<file path="config.mk">
export PLATFORM = sky130hd
export DESIGN_NAME = serial_sub
export DESIGN_NICKNAME = d
export VERILOG_FILES = /design/src/rtl/serial_sub_pkg.sv /design/src/rtl/serial_sub_fs_cell.sv /design/src/rtl/serial_sub.sv
export SDC_FILE = /design/constraint.sdc
export NUM_CORES = 1
export LEC_CHECK = 0
export CORE_UTILIZATION = 35
export DETAILED_ROUTE_END_ITERATION = 10
export GPL_TIMING_DRIVEN = 1
export HOLD_SLACK_MARGIN = 0.15
export PLACE_DENSITY = 0.67
export SLEW_MARGIN = 15
export SYNTH_ARGS = -nofsm -noshare
export SYNTH_HDL_FRONTEND = slang
export SYNTH_HIERARCHICAL = 1
export SYNTH_SLANG_ARGS = --single-unit
</file>
<file path="constraint.sdc">
create_clock -name clk -period 1.19 [get_ports clk]
set_input_delay 0.1785 -clock clk [delete_from_list [all_inputs] [get_ports clk]]
set_output_delay 0.1785 -clock clk [all_outputs]
set_load 0.05 [all_outputs]
</file>
<file path="src/rtl/serial_sub_pkg.sv">
// Shared definitions for the bit-serial subtractor: FSM states, default width,
// and the bit-counter width helper.
package serial_sub_pkg;

   typedef enum logic [1:0] {
      IDLE = 2'd0,
      RUN  = 2'd1,
      DONE = 2'd2
   } state_t;

   localparam int unsigned DEFAULT_WIDTH = 4;

   // Bits needed to index operand bit positions 0..width-1.
   function automatic int unsigned cnt_width(input int unsigned width);
      return $clog2(width);
   endfunction

endpackage

</file>
<file path="src/rtl/serial_sub_fs_cell.sv">
// Combinational one-bit full subtractor: d = a - b - bin, with borrow-out.
module fs_cell (
   input  logic a,
   input  logic b,
   input  logic bin,
   output logic d,
   output logic bout
);

   // Difference bit and borrow generated/propagated through this position.
   always_comb begin
      d    = a ^ b ^ bin;
      bout = (~a & b) | (~(a ^ b) & bin);
   end

endmodule

</file>
<file path="src/rtl/serial_sub.sv">
// Bit-serial subtractor: D = A - B - Bin, one bit per clock through a single
// full-subtractor cell. start/busy/done framing; result held between ops.
// Optional signed-overflow output enabled by defining SERIAL_SUB_OVF_EN.
module serial_sub
   import serial_sub_pkg::*;
#(
   parameter int unsigned WIDTH = DEFAULT_WIDTH
) (
   input  logic             clk,
   input  logic             rst,
   input  logic             start,
   input  logic [WIDTH-1:0] A,
   input  logic [WIDTH-1:0] B,
   input  logic             Bin,
   output logic             busy,
   output logic             done,
   output logic [WIDTH-1:0] D,
   output logic             Bout
`ifdef SERIAL_SUB_OVF_EN
   ,
   output logic             ovf
`endif
);

   localparam int unsigned CW = cnt_width(WIDTH);

   state_t           state;
   state_t           state_nx;
   logic             load_c;
   logic             last_c;

   logic [WIDTH-1:0] a_sr;
   logic [WIDTH-1:0] b_sr;
   logic [WIDTH-1:0] res_sr;
   logic             br;
   logic [CW-1:0]    cnt;

   logic             cell_d;
   logic             cell_bout;

   assign last_c = (cnt == CW'(WIDTH - 1));

   // The one arithmetic cell: consumes the LSB of each operand shift register.
   fs_cell u_fs_cell (
      .a    (a_sr[0]),
      .b    (b_sr[0]),
      .bin  (br),
      .d    (cell_d),
      .bout (cell_bout)
   );

   // State register.
   always_ff @(posedge clk) begin
      if (rst) begin
         state <= IDLE;
      end else begin
         state <= state_nx;
      end
   end

   // Next-state logic; a start is only accepted from IDLE or DONE.
   always_comb begin
      state_nx = state;
      load_c   = 1'b0;
      case (state)
         IDLE: begin
            if (start) begin
               state_nx = RUN;
               load_c   = 1'b1;
            end
         end
         RUN: begin
            if (last_c) begin
               state_nx = DONE;
            end
         end
         DONE: begin
            if (start) begin
               state_nx = RUN;
               load_c   = 1'b1;
            end else begin
               state_nx = IDLE;
            end
         end
         default: begin
            state_nx = IDLE;
         end
      endcase
   end

   // Registered handshake flags derived from the upcoming state.
   always_ff @(posedge clk) begin
      if (rst) begin
         busy <= 1'b0;
         done <= 1'b0;
      end else begin
         busy <= (state_nx == RUN);
         done <= (state_nx == DONE);
      end
   end

   // Serial datapath: load on accept, shift one bit per RUN cycle.
   always_ff @(posedge clk) begin
      if (rst) begin
         a_sr   <= '0;
         b_sr   <= '0;
         res_sr <= '0;
         br     <= 1'b0;
         cnt    <= '0;
      end else if (load_c) begin
         a_sr   <= A;
         b_sr   <= B;
         res_sr <= '0;
         br     <= Bin;
         cnt    <= '0;
      end else if (state == RUN) begin
         a_sr   <= {1'b0, a_sr[WIDTH-1:1]};
         b_sr   <= {1'b0, b_sr[WIDTH-1:1]};
         res_sr <= {cell_d, res_sr[WIDTH-1:1]};
         br     <= cell_bout;
         cnt    <= cnt + CW'(1);
      end
   end

   // Result registers update only on the final RUN cycle (entry to DONE).
   always_ff @(posedge clk) begin
      if (rst) begin
         D    <= '0;
         Bout <= 1'b0;
      end else if ((state == RUN) && last_c) begin
         D    <= {cell_d, res_sr[WIDTH-1:1]};
         Bout <= cell_bout;
      end
   end

`ifdef SERIAL_SUB_OVF_EN
   // Signed overflow: borrow into the MSB differs from borrow out of it.
   always_ff @(posedge clk) begin
      if (rst) begin
         ovf <= 1'b0;
      end else if ((state == RUN) && last_c) begin
         ovf <= br ^ cell_bout;
      end
   end
`endif

endmodule

</file>
# ---- After elaboration in Yosys (flattened, before gate mapping)
# Index checks and enable logic that the tools add are counted.
dict set report word_totals {
  reg_bits 24
  in_bits 12
  out_inout_bits 7
}
dict set report classes {
  addsub 1
  n_eq_ne 5
  n_mux 12
  bitwise_logic 7
  reduce_logical 5
}
# operator count
set ops {}
lappend ops {{4-bit two-way mux} 4}
lappend ops {{2-bit == test, second input constant} 3}
lappend ops {{2-bit case mux with 3 select lines} 1}
lappend ops {{1-bit two-way mux} 5}
lappend ops {{2-bit by 1-bit == test with 1-bit output, second input constant} 2}
lappend ops {{2-bit two-way mux} 2}
lappend ops {{2-bit OR reduction} 2}
lappend ops {{2-bit by 1-bit adder with 2-bit output, second input constant} 1}
lappend ops {{1-bit bitwise AND} 2}
lappend ops {{2-bit logical NOT} 1}
lappend ops {{1-bit NOT} 2}
lappend ops {{2-bit nonzero test} 1}
lappend ops {{1-bit XOR} 2}
lappend ops {{1-bit logical AND} 1}
lappend ops {{1-bit bitwise OR} 1}

# ---- Logic depth before layout (Yosys ltp)
# Gate-level depths: netlist of run 1.
dict set report logic_depth {
  depth_word 6
  ltp_mapped 5
  mapped_depth_nobuf 5
}

# ---- Modules after synthesis
# Netlist of run 1, hierarchy kept.
# mod instances cells_per_inst area_per_inst_um2
set modules_own_cells {}
lappend modules_own_cells {serial_sub 1 100 882.1}
lappend modules_own_cells {fs_cell 1 4 31.3}

# ---- Worst setup path after synthesis of run 1
# Ideal clock, no wire load.
dict set report synth_timing {
  path_type {register to register}
  from {register b_sr[0]}
  to {register D[3]}
  t_arrival_ns 1.027
  required_ns 1.120
  slack_ns 0.093
  path_stages_with_launch 5
  period_less_slack_ns 1.097
  cell_sequence {dfxtp_1 > inv_1 > fa_1 > nand3_1 > a21oi_1}
}
dict set report synth_between {
  elab_chain_cells 2
}
# item line
set synth_lines {}
lappend synth_lines {{start: declaration} serial_sub.sv:33} ;# logic [WIDTH-1:0] b_sr;
lappend synth_lines {{start signal: assignment} serial_sub.sv:118} ;# b_sr <= {1'b0, b_sr[WIDTH-1:1]};
lappend synth_lines {{1-bit XOR (2 in series)} serial_sub_fs_cell.sv:12} ;# d = a ^ b ^ bin;
lappend synth_lines {{via cell_d} serial_sub.sv:38} ;# logic cell_d;
lappend synth_lines {{end signal: assignment} serial_sub.sv:131} ;# D <= {cell_d, res_sr[WIDTH-1:1]};
lappend synth_lines {{end: declaration} serial_sub.sv:17} ;# output logic [WIDTH-1:0] D,
# The timed path passes the listed nets, and every way through them passes these cells.
# A chain may end at the register's enable or synchronous reset.

# ---- Worst setup path in the final report of run 1
# Same ends and word-level chain as after synthesis.

==> results.md, run 1 <==
Outcome
- result of the run: finished clean

Routing
- residual antenna-violating net count after detailed routing: 0
- DRC violations left: 0
- via density per instance: 4.96
- number of DRC violations after detailed-routing iteration 0: 11
- via count: 778
- length of the first detailed-routing pass in iterations: 4
- average detailed-routed wire length per instance: 11.3 um
- sum of routed wire length over all layers: 1.77 mm

Worst setup path
- startpoint-to-endpoint class of the critical path: reg -> reg
- stage delay of the slowest cell on the critical path: 0.52 ns
- sort of element at the start of the critical path: register
- critical path, cell by cell: inv_2 > fa_1 > nand3_1 > a21oi_1
- crit path capture type: register
- Critical Path Slowest Stage Cell: fa_1
- critical path data required time: 1.45 ns
- largest fanout on the critical path: 2
- Worst Path Arrival: 1.42 ns

Clock network
- deepest clock path buffer count: 2
- CTS sink count: 23
- master cell of the clock root buffer: clkbuf_4
- # hold bufs at CTS: 0
- Setup Fix Bufs, Post-CTS: 0
- CTS tree: done
- clock latency at the later pin of the worst-skew pair: 0.31 ns
- cts bufs inserted: 3
- clock transition at the registers of the reported paths: 0.12 ns
- count of H-tree levels built during CTS: 1

Place
- count of buffers inserted at the top-level ports: 18
- final RePlAce weighted congestion: 0.774
- placed cell area: 1210 sq um
- half-perimeter wire length after placement: 1.28 mm
- dpl cells: 153

Cells and area
- Final Net Count: 142
- most common cell after layout, fill and taps aside: nand2_1
- layout cell share with drive strength beyond 1: 22.8%
- non-filler cells in the finished layout: 157
- finished layout cell area: 1270 sq um
- area growth from synthesis to final layout: 39.2%
- core occupancy in the finished layout: 51.3%
- commonest cells after routing, fill and taps aside: nand2_1 (23), dfxtp_1 (19), a21oi_1 (11), clkdlybuf4s50_1 (11), nor2_1 (10)
- layout filler cell count: 248
- count of antenna diodes in the layout: 0

Timing
- hold slack: 0.453 ns
- final worst clock skew: 0.00341 ns
- slew of the pin with the lowest slew margin: 0.248 ns
- share of the cycle needed by the critical path after routing: 97.4%
- setup repair after global routing missed its margin: yes
- min cycle time layout: 1.16 ns
- Hold Fails Final Rpt: 0
- Max-Slew Margin vs Limit: 83.4%
- number of pins with negative max-slew slack in the final report: 0
- number of setup violations in the final report: 0
- maximum frequency from static timing analysis: 863 MHz

Power
- Pwr Density: 1120 nW/um^2
- maximum resistive drop on vdd: 0.000741 V
- total power of the final layout: 1.42 mW
- Lkg Pwr: 0.470 nW

Synthesis
- sequential share of the synthesized area: 50.4%
- share of async-settable or async-resettable flops after synthesis: 0%
- count of flip-flops with a built-in enable after synthesis: 0
- top post-synthesis cells by area: dfxtp_1 (50%), nand2_1 (9.5%), a21oi_1 (6.0%)
- Warnings, synthesis: 6
- post-synth net total: 118
- synthesized instance count: 104
- Cell variety after synth: 22
- cell type with the largest total area after synthesis: dfxtp_1
- synthesized area per cell: 8.78 sq um
- synthesized flop and latch total: 23
- flip-flop cell with the highest count after synthesis: dfxtp_1
- share of the synthesized area in the top cell type: 50.4%
- cell area after synthesis: 913 sq um

Floorplan
- Die W: 53.1 um
- total number of placement rows: 18
- Die Height: 53.1 um
- number of top-level pins: 19
- Placeable Area: 2480 sq um
- effective utilization at floorplan: 36.9%
- die area: 2820 sq um

Global routing
- Tot GR Track Use: 14.8%
- number of global-route vias before repair: 710
- number of antenna violations at the first check in global routing: 0
- first-pass GRT wire length: 3.02 mm
- pin count of the biggest net entering global routing: 16
- gr ovfl total: 0

Worst hold path
- kind of path behind the tightest hold check: in -> reg

Job
- maxcap violations: 0

final cells by class:
class | count | area (sq um) | area share [%]
inverter | 3 | 11.3 | 0.886
clock inverter | 1 | 5.00 | 0.394
tap | 30 | 37.5 | 2.95
timing repair buffer | 25 | 307 | 24.1
clock buffer | 3 | 22.5 | 1.77
sequential | 23 | 468 | 36.8
multi-input combinational | 72 | 420 | 33.1
where the power goes:
part	switching, mW	leakage [nW]	internal, mW
Combinational	0.117	0.262	0.117
Sequential	0.0235	0.190	0.806
Clock	0.229	0.0177	0.126
Total	0.369	0.470	1.05
metal layers:
| layer | vias to the layer above | part of all wire [%] | global-route usage, % |
|---|---|---|---|
| li1 | 396 | - | - |
| met1 | 359 | 46 | 18.0 |
| met2 | 20 | 48 | 23.8 |
| met3 | 3 | 5.5 | 6.03 |
| met4 | 0 | 0.57 | 3.95 |
| met5 | - | 0 | 0 |
stage by stage:
| step | setup slack, ns | setup TNS [ns] |
|---|---|---|
| after detailed placement | -0.134 | -1.34 |
| after global routing | -0.0140 | -0.0268 |
| after CTS | 0.000625 | 0 |
| final | 0.0307 | 0 |
| after global placement | -0.0834 | -0.745 |
| after floorplan | 0.0934 | 0 |
cell usage after synthesis, types with 2 or more instances:
master,instances
dfxtp_1,23
nand2_1,23
a22oi_1,2
buf_6,3
inv_1,3
nand2b_1,2
nand3_1,7
buf_2,2
a311oi_1,5
nor2_1,10
a21oi_1,11
mux2i_1,2
nor3_1,2
state kept, by name (all words and copies together) (netlist names):
signal  cells
Bout        1
D           4
a_sr        4
b_sr        4
br          1
busy        1
cnt         2
done        1
res_sr      3
state       2
final timing paths:
kind,start,to,slack (ns),depth (start not counted)
worst max-delay path,b_sr[0]$_SDFFE_PP0P_,D[3]$_SDFFE_PP0P_,0.03,4
worst min register to register,res_sr[1]$_SDFFE_PP0N_,res_sr[1]$_SDFFE_PP0N_,0.47,2
worst max register to register,b_sr[0]$_SDFFE_PP0P_,D[3]$_SDFFE_PP0P_,0.03,4
worst min-delay path,A[2],a_sr[2]$_SDFFE_PP0P_,0.45,3
critical path: cells and delay by family (launching register included):
| family | cells | cell delay, ns |
|---|---|---|
| compound gates | 1 | 0.12 |
| fa+ha+maj | 1 | 0.52 |
| buf+inv | 1 | 0.04 |
| flops | 1 | 0.35 |
| simple gates | 1 | 0.08 |
repair_timing:
action	in CTS	in global routing
resized for setup	0	13
endpoints found under the setup margin	0	12
hold endpoints to repair	0	0
cell families after synthesis:
| group | share of synthesized area [%] |
|---|---|
| buffers and inverters | 6.44 |
| adders and majority gates | 3.56 |
| DFF | 50.4 |
| AOI/OAI and AO/OA | 13.3 |
| muxes | 2.19 |
| and+or+nand+nor | 23.2 |
| xor gates and xnor gates | 0.959 |
Note: power is estimated with default switching activity, not from simulation.
==> inputs of run 2 (changes only) <==
GPL_TIMING_DRIVEN = default   (was 1)
==> results of run 2 <==
Final layout, timing and power as in run 1 (identical DEF).
==> variant: new RTL, config.mk and constraints of run 2 <==
Add a define of `SERIAL_SUB_OVF_EN`.
--- a/src/rtl/serial_sub.sv
+++ b/src/rtl/serial_sub.sv
@@ -1,6 +1,8 @@
 // Bit-serial subtractor: D = A - B - Bin, one bit per clock through a single
 // full-subtractor cell. start/busy/done framing; result held between ops.
 // Optional signed-overflow output enabled by defining SERIAL_SUB_OVF_EN.
+`define SERIAL_SUB_OVF_EN
+
 module serial_sub
    import serial_sub_pkg::*;
 #(
Behaviour (old outputs only; new: ovf): unchanged (Yosys induction, for registers that start in step).
==> variant against run 2 <==
- the run now ends with setup timing left
- final area rose by 9.8%
- count of clock-buffer cells in the layout did not move
- setup slack got worse by 36 ps
- clock skew rose by 3.9 ps
- sequential cell count rose by 1
- routed wire length rose by 9.6%
- power rose by 20%
- non-clock buffer count rose by 5
- final cell count rose by 6.4%
- synthesized area rose by 3.4%
- largest power group unchanged
==> variant: results (changes against run 2) <==
* Status: finished, violations left (was finished, final reports clean)
* Failing checks: setup timing
* Clock Skew at 7.28 ps (was 3.41 ps)
* Number of port buffers at 19 (was 18)
* H-tree levels at 1 (unchanged)
* Setup_tns at -5.76 ps (was 0 ps)
* Fillers at 231 (was 248)
* Largest net degree at the start of global routing at 15 (was 16)
* Sequential cell area fraction in the yosys report at 50.9% (was 50.4%)
* Commonest cells post-synth: 24 x dfxtp_1, 24 x nand2_1, 12 x a21oi_1, 10 x nor2_1, 8 x nand3_1 (was 23 x dfxtp_1, 23 x nand2_1, 11 x a21oi_1, 10 x nor2_1, 7 x nand3_1)
* Total GRT Usage at 16.5% (was 14.8%)
* Layout cell share with drive strength beyond 1 at 27.0% (was 22.8%)
* Routed wire length at 1.94 mm (was 1.77 mm)
* Worst setup margin at -5.76 ps (was 30.7 ps)
* Vias per cell at 4.97 (was 4.96)
* WL met2 at 1.01 mm (was 851 um)
* Gpl congestion at 0.777 (was 0.774)
* Syn nets at 124 (was 118)
* Leakage at 0.522 nW (was 0.470 nW)
* Drt first-iter violations at 14 (was 11)
* Met1 Usage GRT at 19.5% (was 18.0%)
* DP Cell Count at 161 (was 153)
* Final Non-Filler Cells at 167 (was 157)
* Pre-CTS WS at -284 ps (was -134 ps)
* Netlist cell types at 23 (was 22)
* TritonRoute pass-1 iters at 3 (was 4)
* Relative slew slack at 81.9% (was 83.4%)
* Max VDD drop at 0.000790 V (was 0.000741 V)
* Met1 WL at 849 um (was 806 um)
* Synth top area cells: dfxtp_1 51%, nand2_1 9.5%, a21oi_1 6.4% (was dfxtp_1 50%, nand2_1 9.5%, a21oi_1 6.0%)
* Fin nets at 152 (was 142)
* Initial antenna violation count at 0 (unchanged)
* Dpl hpwl at 1.41 mm (was 1.28 mm)
* Synth top area share at 50.9% (was 50.4%)
* M2 GR Usage at 27.8% (was 23.8%)
* Final Setup Violations at 1 (was 0)
* Met3 Use GR at 3.67% (was 6.03%)
* Post-Syn Area per Cell at 8.59 um^2 (was 8.78 um^2)
variant: final timing paths:
kind / startpoint / end / slack, ps / cells after the start
worst max-delay path: a_sr[0]$_SDFFE_PP0P_ / ovf$_SDFFE_PP0P_ / -6 / 5
worst min-delay path: B[2] / b_sr[2]$_SDFFE_PP0P_ / 450 / 3
worst max register to register: a_sr[0]$_SDFFE_PP0P_ / ovf$_SDFFE_PP0P_ / -6 / 5
worst min register to register: res_sr[1]$_SDFFE_PP0N_ / D[0]$_SDFFE_PP0P_ / 470 / 2
variant: final cells by class:
cell class / count / area share [%]
well taps: 30 / 2.69
multi-input cells: 76 / 31.8
clock buffers: 3 / 1.61
inverters: 3 / 0.806
flip-flops and latches: 24 / 34.8
clock inverters: 1 / 2.15
repair buffers: 30 / 26.2
variant: worst max-delay path, stage by stage, from the launching register on:
cell	delay, ps
dfxtp_2	360
fa_2	380
inv_2	70
xor2_1	140
nand3_1	80
a21oi_1	120
variant: logic make-up after synthesis:
kind of cell | count (synthesis) | synth area share (%)
flip-flops | 24 | 50.9
buffers and inverters | 10 | 5.16
multiplexers | 2 | 2.12
AO/OA/AOI/OAI | 20 | 13.4
AND/OR/NAND/NOR | 50 | 23.2
adder cells (fa/ha/maj) | 2 | 3.44
XOR/XNOR | 2 | 1.85
variant: stage by stage:
step	hold slack, ps	cell area, um^2
final	448	1400
after global routing	441	1400
after CTS	440	1360
after detailed placement	463	1300
after global placement	447	1300
after floorplan	359	950
variant: where the power goes:
group	internal (mW)	switching (mW)	total (mW)
combinational	0.136	0.123	0.259
clock	0.341	0.242	0.583
sequential	0.842	0.0255	0.867
total	1.32	0.390	1.71
variant: what timing repair did:
item | CTS | global route
cloned | 0 | 0
pin swaps | 2 | 6
buffers inserted | 1 | 1
setup endpoints to repair | 12 | 14
resized for setup | 4 | 8
